===== src/rtl/seg7_pkg.sv =====
// Shared definitions for the seven-segment scan driver: segment vector type,
// segment bit positions and the hex glyph table.
package seg7_pkg;

  typedef logic [6:0] seg7_t;

  localparam int SEG_A = 0;
  localparam int SEG_B = 1;
  localparam int SEG_C = 2;
  localparam int SEG_D = 3;
  localparam int SEG_E = 4;
  localparam int SEG_F = 5;
  localparam int SEG_G = 6;

  localparam seg7_t SEG_OFF = 7'h00;

  // Active-high glyphs, bit order {g,f,e,d,c,b,a}, indexed by nibble value.
  localparam seg7_t GLYPH_TABLE [16] = '{
    7'h3F, 7'h06, 7'h5B, 7'h4F,
    7'h66, 7'h6D, 7'h7D, 7'h07,
    7'h7F, 7'h6F, 7'h77, 7'h7C,
    7'h39, 7'h5E, 7'h79, 7'h71
  };

endpackage


===== src/rtl/seg7_glyph.sv =====
// Combinational hex nibble to active-high segment pattern lookup.
module seg7_glyph
  import seg7_pkg::*;
(
  input  logic [3:0] nibble,
  output seg7_t      glyph
);

  assign glyph = GLYPH_TABLE[nibble];

endmodule


===== src/rtl/seg7_scan.sv =====
// Multiplexed N-digit seven-segment driver with per-frame snapshot and dead time.
// Optional leading-zero blanking is enabled by defining SEG7_LEADING_ZERO_BLANK_EN.
module seg7_scan
  import seg7_pkg::*;
#(
  parameter int N_DIGITS       = 4,
  parameter int REFRESH_DIV    = 50000,
  parameter int DEAD_CYCLES    = 2,
  parameter int SEG_ACTIVE_LOW = 1,
  parameter int AN_ACTIVE_LOW  = 1
) (
  input  logic                  clk,
  input  logic                  rst,
  input  logic [4*N_DIGITS-1:0] value_in,
  input  logic [N_DIGITS-1:0]   dp_in,
  input  logic [N_DIGITS-1:0]   blank_in,
  output logic [6:0]            seg_out,
  output logic                  dp_out,
  output logic [N_DIGITS-1:0]   an_out,
  output logic                  frame_tick
);

  localparam int   CNT_W   = (REFRESH_DIV > 1) ? $clog2(REFRESH_DIV) : 1;
  localparam int   IDX_W   = (N_DIGITS > 1) ? $clog2(N_DIGITS) : 1;
  localparam logic SEG_INV = (SEG_ACTIVE_LOW != 0);
  localparam logic AN_INV  = (AN_ACTIVE_LOW != 0);

  logic [CNT_W-1:0]      cnt;
  logic [IDX_W-1:0]      idx;
  logic [4*N_DIGITS-1:0] snap_value;
  logic [N_DIGITS-1:0]   snap_dp;
  logic [N_DIGITS-1:0]   snap_blank;

  logic                  frame_start;
  logic                  cnt_last;
  logic                  idx_last;
  logic [N_DIGITS-1:0]   blank_mask;
  logic [3:0]            cur_nibble;
  logic                  cur_dp;
  logic                  cur_blank;
  logic                  window_on;
  logic                  lit;
  seg7_t                 glyph;
  logic [N_DIGITS-1:0]   an_next;
  seg7_t                 seg_next;
  logic                  dp_next;

  assign frame_start = (cnt == '0) && (idx == '0);
  assign cnt_last    = (cnt == CNT_W'(REFRESH_DIV - 1));
  assign idx_last    = (idx == IDX_W'(N_DIGITS - 1));

  always_ff @(posedge clk) begin
    if (rst) begin
      cnt        <= '0;
      idx        <= '0;
      snap_value <= '0;
      snap_dp    <= '0;
      snap_blank <= '0;
    end else begin
      if (frame_start) begin
        snap_value <= value_in;
        snap_dp    <= dp_in;
        snap_blank <= blank_in;
      end
      if (cnt_last) begin
        cnt <= '0;
        idx <= idx_last ? '0 : idx + IDX_W'(1);
      end else begin
        cnt <= cnt + CNT_W'(1);
      end
    end
  end

`ifdef SEG7_LEADING_ZERO_BLANK_EN
  logic upper_zero;

  // Walk down from the top digit; stop blanking at the first non-zero nibble.
  always_comb begin
    blank_mask = snap_blank;
    upper_zero = 1'b1;
    for (int i = N_DIGITS - 1; i > 0; i--) begin
      upper_zero = upper_zero && (snap_value[4*i +: 4] == 4'h0);
      if (upper_zero) blank_mask[i] = 1'b1;
    end
  end
`else
  always_comb begin
    blank_mask = snap_blank;
  end
`endif

  always_comb begin
    cur_nibble = 4'h0;
    cur_dp     = 1'b0;
    cur_blank  = 1'b0;
    for (int i = 0; i < N_DIGITS; i++) begin
      if (idx == IDX_W'(i)) begin
        cur_nibble = snap_value[4*i +: 4];
        cur_dp     = snap_dp[i];
        cur_blank  = blank_mask[i];
      end
    end
  end

  seg7_glyph u_glyph (
    .nibble (cur_nibble),
    .glyph  (glyph)
  );

  assign window_on = (cnt >= CNT_W'(DEAD_CYCLES));
  assign lit       = window_on && !cur_blank;

  always_comb begin
    an_next = '0;
    for (int i = 0; i < N_DIGITS; i++) begin
      an_next[i] = lit && (idx == IDX_W'(i));
    end
    seg_next = lit ? glyph : SEG_OFF;
    dp_next  = lit && cur_dp;
  end

  // Output registers: polarity is applied here so idle levels track the parameters.
  always_ff @(posedge clk) begin
    if (rst) begin
      seg_out    <= {7{SEG_INV}};
      dp_out     <= SEG_INV;
      an_out     <= {N_DIGITS{AN_INV}};
      frame_tick <= 1'b0;
    end else begin
      seg_out    <= seg_next ^ {7{SEG_INV}};
      dp_out     <= dp_next ^ SEG_INV;
      an_out     <= an_next ^ {N_DIGITS{AN_INV}};
      frame_tick <= frame_start;
    end
  end

endmodule

===== config.mk =====
export PLATFORM = sky130hd
export DESIGN_NAME = seg7_scan
export DESIGN_NICKNAME = d
export VERILOG_FILES = /design/src/rtl/seg7_pkg.sv /design/src/rtl/seg7_glyph.sv /design/src/rtl/seg7_scan.sv
export SDC_FILE = /design/constraint.sdc
export NUM_CORES = 1
export LEC_CHECK = 0
export ABC_AREA = 1
export BUFFER_PORTS_ARGS = -buffer_cell sky130_fd_sc_hd__buf_4
export CAP_MARGIN = 20
export CORE_MARGIN = 2
export CORE_UTILIZATION = 55
export CTS_BUF_LIST = sky130_fd_sc_hd__clkbuf_8
export CTS_CLUSTER_SIZE = 24
export DETAILED_ROUTE_END_ITERATION = 6
export GPL_ROUTABILITY_DRIVEN = 0
export PLACE_DENSITY_LB_ADDON = 0.25
export SYNTH_ARGS = -nofsm -noshare
export SYNTH_HDL_FRONTEND = slang
export SYNTH_SLANG_ARGS = --single-unit

===== constraint.sdc =====
create_clock -name clk -period 6.8 [get_ports clk]
set_clock_uncertainty 0.2 [all_clocks]
set_input_delay 0.34 -clock clk [delete_from_list [all_inputs] [get_ports clk]]
set_output_delay 0.34 -clock clk [all_outputs]
set_load 0.05 [all_outputs]

# ---- Yosys cells after proc, flatten, opt, wreduce, memory -nomap -nowiden
# Memory sizes are Yosys's and may differ from the RTL's.
# Cells that the tools add are included.
dict set report op_classes {
  add_sub_neg 2
  mul 0
  n_div 0
  magnitude_cmp 2
  eq_ne 4
  n_shift 0
  n_mux 16
  bitwise 4
  reduce_logical 11
}
# cell n
set ops {}
lappend ops {{$mux 7} 3}
lappend ops {{$add 16x1->16 const B} 1}
lappend ops {{$eq 16x16->1 const B} 1}
lappend ops {{$ge 16x2->1 const B} 1}
lappend ops {{$logic_not 16->1} 1}
lappend ops {{$mux 4} 4}
lappend ops {{$mux 1} 8}
lappend ops {{$logic_and 1x1->1} 7}
lappend ops {{$not 7->7} 1}
lappend ops {{$ge 5x5->1 const B} 1}
lappend ops {{$not 4->5} 1}
lappend ops {{$eq 2x2->1 const B} 2}
lappend ops {{$not 4->4} 1}
lappend ops {{$add 2x1->2 const B} 1}
lappend ops {{$eq 2x1->1 const B} 1}
lappend ops {{$logic_not 2->1} 1}
lappend ops {{$mux 2} 1}
lappend ops {{$reduce_or 2->1} 1}
lappend ops {{$logic_not 1->1} 1}
lappend ops {{$not 1->1} 1}
dict set report totals {
  regBits 55
  latch_bits 0
  ram_bits 0
  rom_bits 112
  inputBits 26
  memories 1
}
# name depth word_bits rd rd_ports_with_merged_regs write_ports line
set mem_list {}
lappend mem_list {{(name not given)} 16 7 1 0 0 seg7_glyph.sv:9} ;# assign glyph = GLYPH_TABLE[nibble];

# ---- Logic depth before layout (Yosys ltp)
# Gate-level depths: netlist of the first run.
dict set report depth {
  depth_word 11
  depth_mapped 13
  depth_no_buf 13
}

# ---- Cells and area by module
# From an unflattened synthesis of the first run, not the netlist that was laid out.
dict set report unflattened {
  hier_cells 491
  hier_area_um2 3154.3
}
# module instances cells_each area_per_inst_um2 seq_area_each_um2
set modules_own_cells {}
lappend modules_own_cells {seg7_scan 1 439 2884.0 1101.1}
lappend modules_own_cells {seg7_glyph 1 52 270.3 0.0}

# ---- Least setup slack after synthesis of the first run
# OpenSTA, ideal clock, no wires.
dict set report synth_timing {
  path_kind {register to register}
  startpoint {register idx[0]}
  endpoint {register seg_out[3]}
  setup_ns 0.129
  t_arrival_ns 1.887
  slack_ns 4.584
  stages_incl_launch_ff 12
  n_path_buf 0
  synth_period_minus_slack_ns 2.216
  cell_sequence {dfxtp_1 > inv_1 > ha_1 > inv_1 > nor2_1 > nor2_1 > a21boi_0 > ha_1 > inv_1 > nand2_1 > nand3_1 > nand3_1}
}
dict set report synth_between {
  elab_chain_len 11
  elab_cells_between_ends 20
}
# item line
set synth_rtl {}
lappend synth_rtl {{start, declared} seg7_scan.sv:29} ;# logic [IDX_W-1:0] idx;
lappend synth_rtl {{start signal, assigned} seg7_scan.sv:67} ;# idx <= idx_last ? '0 : idx + IDX_W'(1);
lappend synth_rtl {{$logic_not 2->1} seg7_scan.sv:97} ;# if (idx == IDX_W'(i)) begin
lappend synth_rtl {{$mux 4 (4 in a row)} seg7_scan.sv:97}
lappend synth_rtl {{$not 4->5 (not written as such)} seg7_glyph.sv:9}
lappend synth_rtl {{$mem_v2 16x7} -}
lappend synth_rtl {{$mux 7 (not written as such) (2 in a row)} seg7_glyph.sv:9}
lappend synth_rtl {{$mux 7 (*)} seg7_scan.sv:118} ;# seg_next = lit ? glyph : SEG_OFF;
lappend synth_rtl {{$not 7->7 (no source line) (*)} -}
lappend synth_rtl {{end signal, assigned} seg7_scan.sv:125} ;# seg_out <= {7{SEG_INV}};
lappend synth_rtl {{end signal, assigned} seg7_scan.sv:130} ;# seg_out <= seg_next ^ {7{SEG_INV}};
lappend synth_rtl {{end, declared} seg7_scan.sv:17} ;# output logic [6:0] seg_out,
# Every way passes the cells marked *; elsewhere a longest branch is shown, timed or not. The select of a mux whose other input is x is not followed.
# A chain may end at the register's enable or synchronous reset.

# ---- Worst setup path in the final report of the first run
# Same ends and word-level chain as after synthesis.

==> results of run 1 <==
==> worst max path at each step <==
| stage | endpoint | cells past startpoint | slack (ns) |
|---|---|---|---|
| finish | seg_out[3] | 11 | 4.12 |
| global route | seg_out[3] | 12 | 3.87 |
| CTS | seg_out[3] | 11 | 4.13 |
| detailed placement | seg_out[3] | 11 | 4.16 |
| global placement | seg_out[3] | 11 | 4.24 |
| floorplan | seg_out[3] | 11 | 4.58 |
==> cells by family (layout without fill, tap and decap cells) <==
group	count (synthesis)	after routing	synth area share
AOI/OAI and AO/OA	51	51	0.1049
xor gates and xnor gates	2	2	0.006709
adders and majority gates	13	13	0.06229
buffers and inverters	40	77	0.06564
DFF	55	55	0.4217
and+or+nand+nor	209	209	0.3388
==> power groups by stage <==
stage               Sequential, mW  Combinational [mW]  Clock, mW
global placement             0.367               0.127          0
global route                 0.363               0.148      0.182
floorplan                    0.385              0.0757          0
detailed placement           0.367               0.129          0
CTS                          0.360               0.130      0.172
finish                       0.360               0.130      0.167
==> critical path: cells and delay by family, from the launching register on <==
kind            cells  cell delay (ns)
fa+ha+maj           2             0.66
simple gates        5             0.46
compound gates      1             0.55
buf+inv             3             0.36
flops               1             0.33
==> registers in the layout (all words and copies together), names as in the netlist <==
signal      count
cnt            16
snap_value     16
seg_out         7
an_out          4
blank_mask      4
snap_dp         4
idx             2
dp_out          1
frame_tick      1
==> routing by layer <==
layer  up-vias  part of all wire  GRT usage
met4         0             0.017    0.08025
met2        50              0.49     0.3859
met3        11             0.042    0.04558
li1       1249                 -          -
met1      1066              0.46     0.2597
met5         -                 0          0
==> through the flow <==
stage               power, mW  instances  hold slack (ns)  setup WS [ns]  area (um2)
finish                 0.6573        461          0.01987          4.125        2990
CTS                    0.6623        461          0.01100          4.130        2990
floorplan              0.4602        370           0.2124          4.584        2611
global route           0.6929        461          0.02006          3.873        2990
detailed placement     0.4967        453           0.2531          4.155        2909
global placement       0.4943        453           0.2516          4.242        2909
==> Yosys cell counts (3+ instances only) <==
master / count
nor2_1: 82
nand2_1: 79
dfxtp_1: 55
inv_1: 29
o21ai_0: 28
nand3_1: 27
a21oi_1: 16
ha_1: 13
buf_2: 5
nand4_1: 5
nor2_2: 4
or2_2: 4
nor3_1: 3
nor3b_1: 3
o211ai_1: 3
==> area by class of cell <==
type                    count  area share
multi-input cells         275      0.4477
clock inverters             3    0.004184
repair buffers             38     0.09540
well taps                  54     0.02259
flip-flops and latches     55      0.3682
clock buffers               5     0.02301
inverters                  31     0.03891
==> metrics, run 1 <==
status=finished, final reports clean; I/O pin count=39; post-synth top area share=0.4217; Worst R2R Start=idx[0]; Chip Height=72.91 um; largest net degree at the start of global routing=28; antenna violations before repair=0; Syn Inst Count=370; slowest stage delay, CP=0.55 ns; clock network power share=0.254; Post-Syn Area=0.002611 mm2; Yosys reg bits=55; final setup vio count=0; IO Port Bufs=38; CTS tree=yes; Max-cap violations=0; Hold Startpoint=rst; Pre-antenna DRT Iters=5; Die Area=0.005315 mm2; Seq/Total Area, Yosys=0.4217; HPWL after detailed placement=3.904 mm; asr flop ratio synth=0; CP Data Arrival Time=approximately 2.7 ns; Fill cells=450; Setup CP Type=reg2reg; critical path startpoint=idx[0]; RR Endpoint=seg_out[3]; post-cts resize count=0; Avg Vias per Cell=5.154; Vias=2,376; Post-route DRC=0; area leader, netlist=dfxtp_1; worst r2r path cells=11; final WL=about 5.4 mm; worst min path class=in2reg; yosys warns=0; final period utilization=0.3934; clk buf depth=2; crit-path max FO=7; sequential share of power=0.548; ANT cells=0; Area growth, synth to finish=14.52%; Cell Rows=25; Worst Setup Start Kind=register; Mapped Nets=between 400 and 500; synth unique cells=26; clock root cell=clkbuf_8; predominant post-synthesis flop cell=dfxtp_1; first-pass GRT wire length=between 9 and 10 mm; number of synthesized flops with an enable pin=0; Hold-fix buffers, CTS=0; grt ovf=0; worst slew pin tran=approximately 0.76 ns; # H-tree levels=2; wire per inst=11.64 um; Final Util=0.6416; DRT antenna net count=0; switching pwr=just under 200 uW; Core Area=0.004661 mm2; crit path capture type=register; internal power=~460 uW; Setup TNS Final=0 ns; Leak=1.376 nW; hold endpoint=frame_tick; commonest non-fill, non-tap cells in the layout=82 x nor2_1, 79 x nand2_1, 55 x dfxtp_1; max frequency=373.8 MHz; Sink Count=55; vias in the first global route=between 2,000 and 2,500; Slowest-stage cell, CP=a21boi_0; Sw Share=0.2974; initial core utilization=0.5603; R2R Setup Slk=4.12 ns; final worst path period need=2.675 ns; post-CTS setup buffers=0; Global Route Usage Sum=0.2183; Comb power frac=0.198; most frequent CP cell=inv_1; critical path, cell by cell=inv_1 -> ha_1 -> inv_1 -> nor2_1 -> nor2_1 -> a21boi_0 -> ha_1 -> inv_1 -> nand2_1 -> nand3_1 -> nand3_1; Multi-input gate area=~0.0013 mm2; Avg Cell Area, Syn=7.057 um2; Nets=445; Slew HR=0.4944; pwr/cell area=~220 mW/mm2; worst-skew pair later-pin latency=0.30 ns; DR iter-0 viols=~170; most common cell after layout, fill and taps aside=nor2_1; Reg area=about 0.0011 mm2; share of layout cells above drive strength 1=0.1425; Worst Hold Path Cells=2; max-slew violation count=0; Final Hold Violating Endpoints=0; number of buffers created by CTS=5; CP required=6.78 ns; top post-synthesis cells by area=dfxtp_1 42%, nor2_1 12%, nand2_1 11%, ha_1 6.2%, o21ai_0 5.4%; Max IR drop VDD=0.1323 mV; CTS clock-pin slew for the worst setup and hold paths=0.09 ns; Die Width=72.91 um; RSZ-0062 raised after global routing=false
No activity file was read; power rests on OpenSTA's default activity.
==> run 2, diff against run 1 <==
--- a/config.mk
+++ b/config.mk
@@ -5,11 +5,11 @@
 export SDC_FILE = /design/constraint.sdc
 export NUM_CORES = 1
 export LEC_CHECK = 0
-export ABC_AREA = 1
+export ABC_AREA = 0
 export BUFFER_PORTS_ARGS = -buffer_cell sky130_fd_sc_hd__buf_4
 export CAP_MARGIN = 20
 export CORE_MARGIN = 2
-export CORE_UTILIZATION = 55
+export CORE_UTILIZATION = 53
 export CTS_BUF_LIST = sky130_fd_sc_hd__clkbuf_8
 export CTS_CLUSTER_SIZE = 24
 export DETAILED_ROUTE_END_ITERATION = 6
==> constraint.sdc (replaced) <==
create_clock -name clk -period 2.45 [get_ports clk]
set_clock_uncertainty 0.2 [all_clocks]
set_input_delay 0.1225 -clock clk [delete_from_list [all_inputs] [get_ports clk]]
set_output_delay 0.1225 -clock clk [all_outputs]
set_load 0.05 [all_outputs]
==> metrics, run 2 <==
DRT met1 WL=2.576 mm (+5.4%); Mapped Nets=311 (-24%); number of buffers created by CTS=5 (unchanged); final WL=5.476 mm (+2.1%); yosys warns=0 (unchanged); Max IR drop VDD=0.3324 mV (+150%); worst r2r path cells=9 (-2); Comb power frac=0.196 (-0.002); Slew HR=0.6593 (+0.1650); total power=2.091 mW (+220%); switching pwr=539.8 uW (+180%); crit-path max FO=9 (+2); Sw Share=0.2581 (-0.03930); Avg Cell Area, Syn=9.402 um2 (+33%); Post-Syn Area=0.002557 mm2 (-2.1%); share of layout cells above drive strength 1=0.2164 (+0.07387); DRT antenna net count=0 (unchanged); HPWL after detailed placement=3.562 mm (-8.8%); top flop regs=cnt: 16 flops, snap_value: 16 flops, seg_out: 7 flops; number of synthesized flops with an enable pin=0 (unchanged); initial core utilization=0.5451 (-0.01520); Die Area=0.005397 mm2 (+1.5%); commonest non-fill, non-tap cells in the layout=53 x nor2_1, 53 x dfxtp_1, 48 x buf_4; max frequency=434.8 MHz (+16%); Worst R2R Start=idx[1]; vias in the first global route=2,019 (-7.4%); R2R Setup Slk=0.15 ns (-3.97 ns); # H-tree levels=2 (unchanged); Area growth, synth to finish=31.65%; Setup TNS Final=0 ns (unchanged); worst-skew pair later-pin latency=0.31 ns (about the same); Syn Inst Count=272 (-26%); predominant post-synthesis flop cell=dfxtp_1; clock root cell=clkbuf_8; top post-synthesis cells by area=dfxtp_1 43%, mux2i_1 11%, nor2_1 7.8%, ha_1 6.4%, xnor2_1 4.1%; CTS tree=yes; Avg Vias per Cell=5.227 (+1.4%); RSZ-0062 raised after global routing=false; most numerous cell in the Yosys netlist=dfxtp_1; Core Area=0.004692 mm2 (+0.67%); Die Width=73.47 um (+0.77%); clk buf depth=2 (unchanged); area leader, netlist=dfxtp_1; pwr/cell area=621.2 mW/mm2 (+180%); ANT cells=0 (unchanged); wire length on met3=195 um (-13%); Pre-antenna DRT Iters=4 (-1); RR Endpoint=seg_out[3]; sequential share of power=0.472 (-0.076); DR iter-0 viols=132 (-20%); worst slew pin tran=0.5110 ns (-0.2450 ns); first-pass GRT wire length=9.094 mm (-0.90%); max-slew violation count=0 (unchanged); wire per inst=13.83 um (+19%); Final Hold Violating Endpoints=0 (unchanged); Sink Count=55 (unchanged); Max-cap violations=0 (unchanged); Post-synth top cells=55 x dfxtp_1, 53 x nor2_1, 27 x mux2i_1; crit path capture type=register; internal power=1.552 mW (+240%); I/O pin count=39 (unchanged); post-CTS setup buffers=0 (unchanged); final worst path period need=2.300 ns (-0.3753 ns); Yosys reg bits=55 (unchanged); antenna violations before repair=0 (unchanged); grt ovf=0 (unchanged); CP Capture Point=seg_out[3]; Vias=2,070 (-13%); worst min path class=reg2reg; Nets=380 (-15%); critical path startpoint=idx[1]; met2 wire length=2.649 mm (+1.6%); Chip Height=73.47 um (+0.77%); Seq/Total Area, Yosys=0.4305 (+0.008870); CP required=2.43 ns (-4.35 ns); Cell Rows=25 (unchanged); IO Port Bufs=38 (unchanged); largest net degree at the start of global routing=31 (+11%); Setup CP Type=reg2reg; synth unique cells=47 (+81%); CP Data Arrival Time=2.28 ns (-0.38 ns); post-synth top area share=0.4305 (+0.008870); final period utilization=0.9388 (+0.5454); clock network power share=0.332 (+0.078); Global Route Usage Sum=0.2171 (-0.001191); CTS clock-pin slew for the worst setup and hold paths=0.10 ns (about the same); max layer used=met4; status=finished, final reports clean; asr flop ratio synth=0 (unchanged); Leak=1.398 nW (+1.6%); Worst Setup Start Kind=register; Post-route DRC=0 (unchanged); final setup vio count=0 (unchanged)
run 2: changes by cell type after synthesis, sizes merged, moves of 3 or more:
cell,previous run,this run
nand2,79,21
nor2,86,53
mux2i,0,27
o21ai,29,4
nand3,27,5
inv,31,13
a21oi,17,1
xnor2,1,12
nor2b,0,5
and3,0,4
nand3b,0,4
a211oi,0,3
nand4,5,2
or2,4,1
run 2: worst min-delay path by stage:
stage / from / end / slack [ns] / cells past startpoint
floorplan: rst / dp_out / 0.02 / 2
global placement: value_in[1] / snap_value[1] / 0.16 / 3
global route: cnt[0] / cnt[0] / 0.29 / 1
detailed placement: value_in[2] / snap_value[2] / 0.16 / 3
finish: cnt[0] / cnt[0] / 0.27 / 1
CTS: cnt[0] / cnt[0] / 0.28 / 1
run 2: what timing repair did:
item | 4_1_cts | 5_1_grt
resized for setup | 0 | 11
hold buffers | 25 | 0
hold endpoints to repair | 26 | 0
setup endpoints to repair | 0 | 5
run 2: area by class of cell:
class / count / area, um2
clock buffer: 5 / 68.82
timing repair buffer: 74 / 630.6
tap: 54 / 67.56
clock inverter: 3 / 63.81
inverter: 13 / 48.80
sequential: 55 / 1106
multi-input combinational: 192 / 1381
fill: 326 / 1325
run 2: cells by family after synthesis:
family	count (synthesis)	synth area share
AND/OR/NAND/NOR	112	0.2123
AO/OA/AOI/OAI	25	0.08170
multiplexers	28	0.1101
flip-flops	55	0.4305
XOR/XNOR	14	0.04795
buffers and inverters	25	0.05382
adder cells (fa/ha/maj)	13	0.06360
run 2: power groups by stage:
stage	Combinational (mW)	Clock (mW)	Sequential (mW)
floorplan	0.219	0	1.06
global placement	0.367	0	1.01
detailed placement	0.372	0	1.01
CTS	0.406	0.703	0.987
global route	0.450	0.733	0.994
finish	0.410	0.695	0.986
run 2: routing by layer:
layer	GRT usage	up-vias
met5	0	-
met4	0.07071	0
met3	0.04115	5
met2	0.3681	41
met1	0.2772	970
li1	-	1054
run 2: critical path, stage by stage (launching register included):
cell	delay (ns)
dfxtp_4	0.38
inv_1	0.10
ha_4	0.21
nand3b_1	0.17
a221oi_2	0.27
inv_1	0.13
buf_4	0.17
ha_1	0.22
a211oi_1	0.23
o21ai_1	0.09
run 2: stage by stage:
| step | cell area [um2] | setup slack (ns) | instances | hold slack [ns] | util |
|---|---|---|---|---|---|
| 2_1_floorplan | 2570 | 0.02357 | 272 | 0.01595 | - |
| 3_3_place_gp | 2929 | 0.1561 | 363 | 0.1555 | 0.6243 |
| 3_5_place_dp | 2929 | 0.07670 | 363 | 0.1631 | 0.6243 |
| 4_1_cts | 3312 | 0.04589 | 396 | 0.2784 | 0.7059 |
| 5_1_grt | 3367 | 0.002972 | 396 | 0.2856 | 0.7176 |
| 6_report | 3367 | 0.1499 | 396 | 0.2729 | 0.7176 |
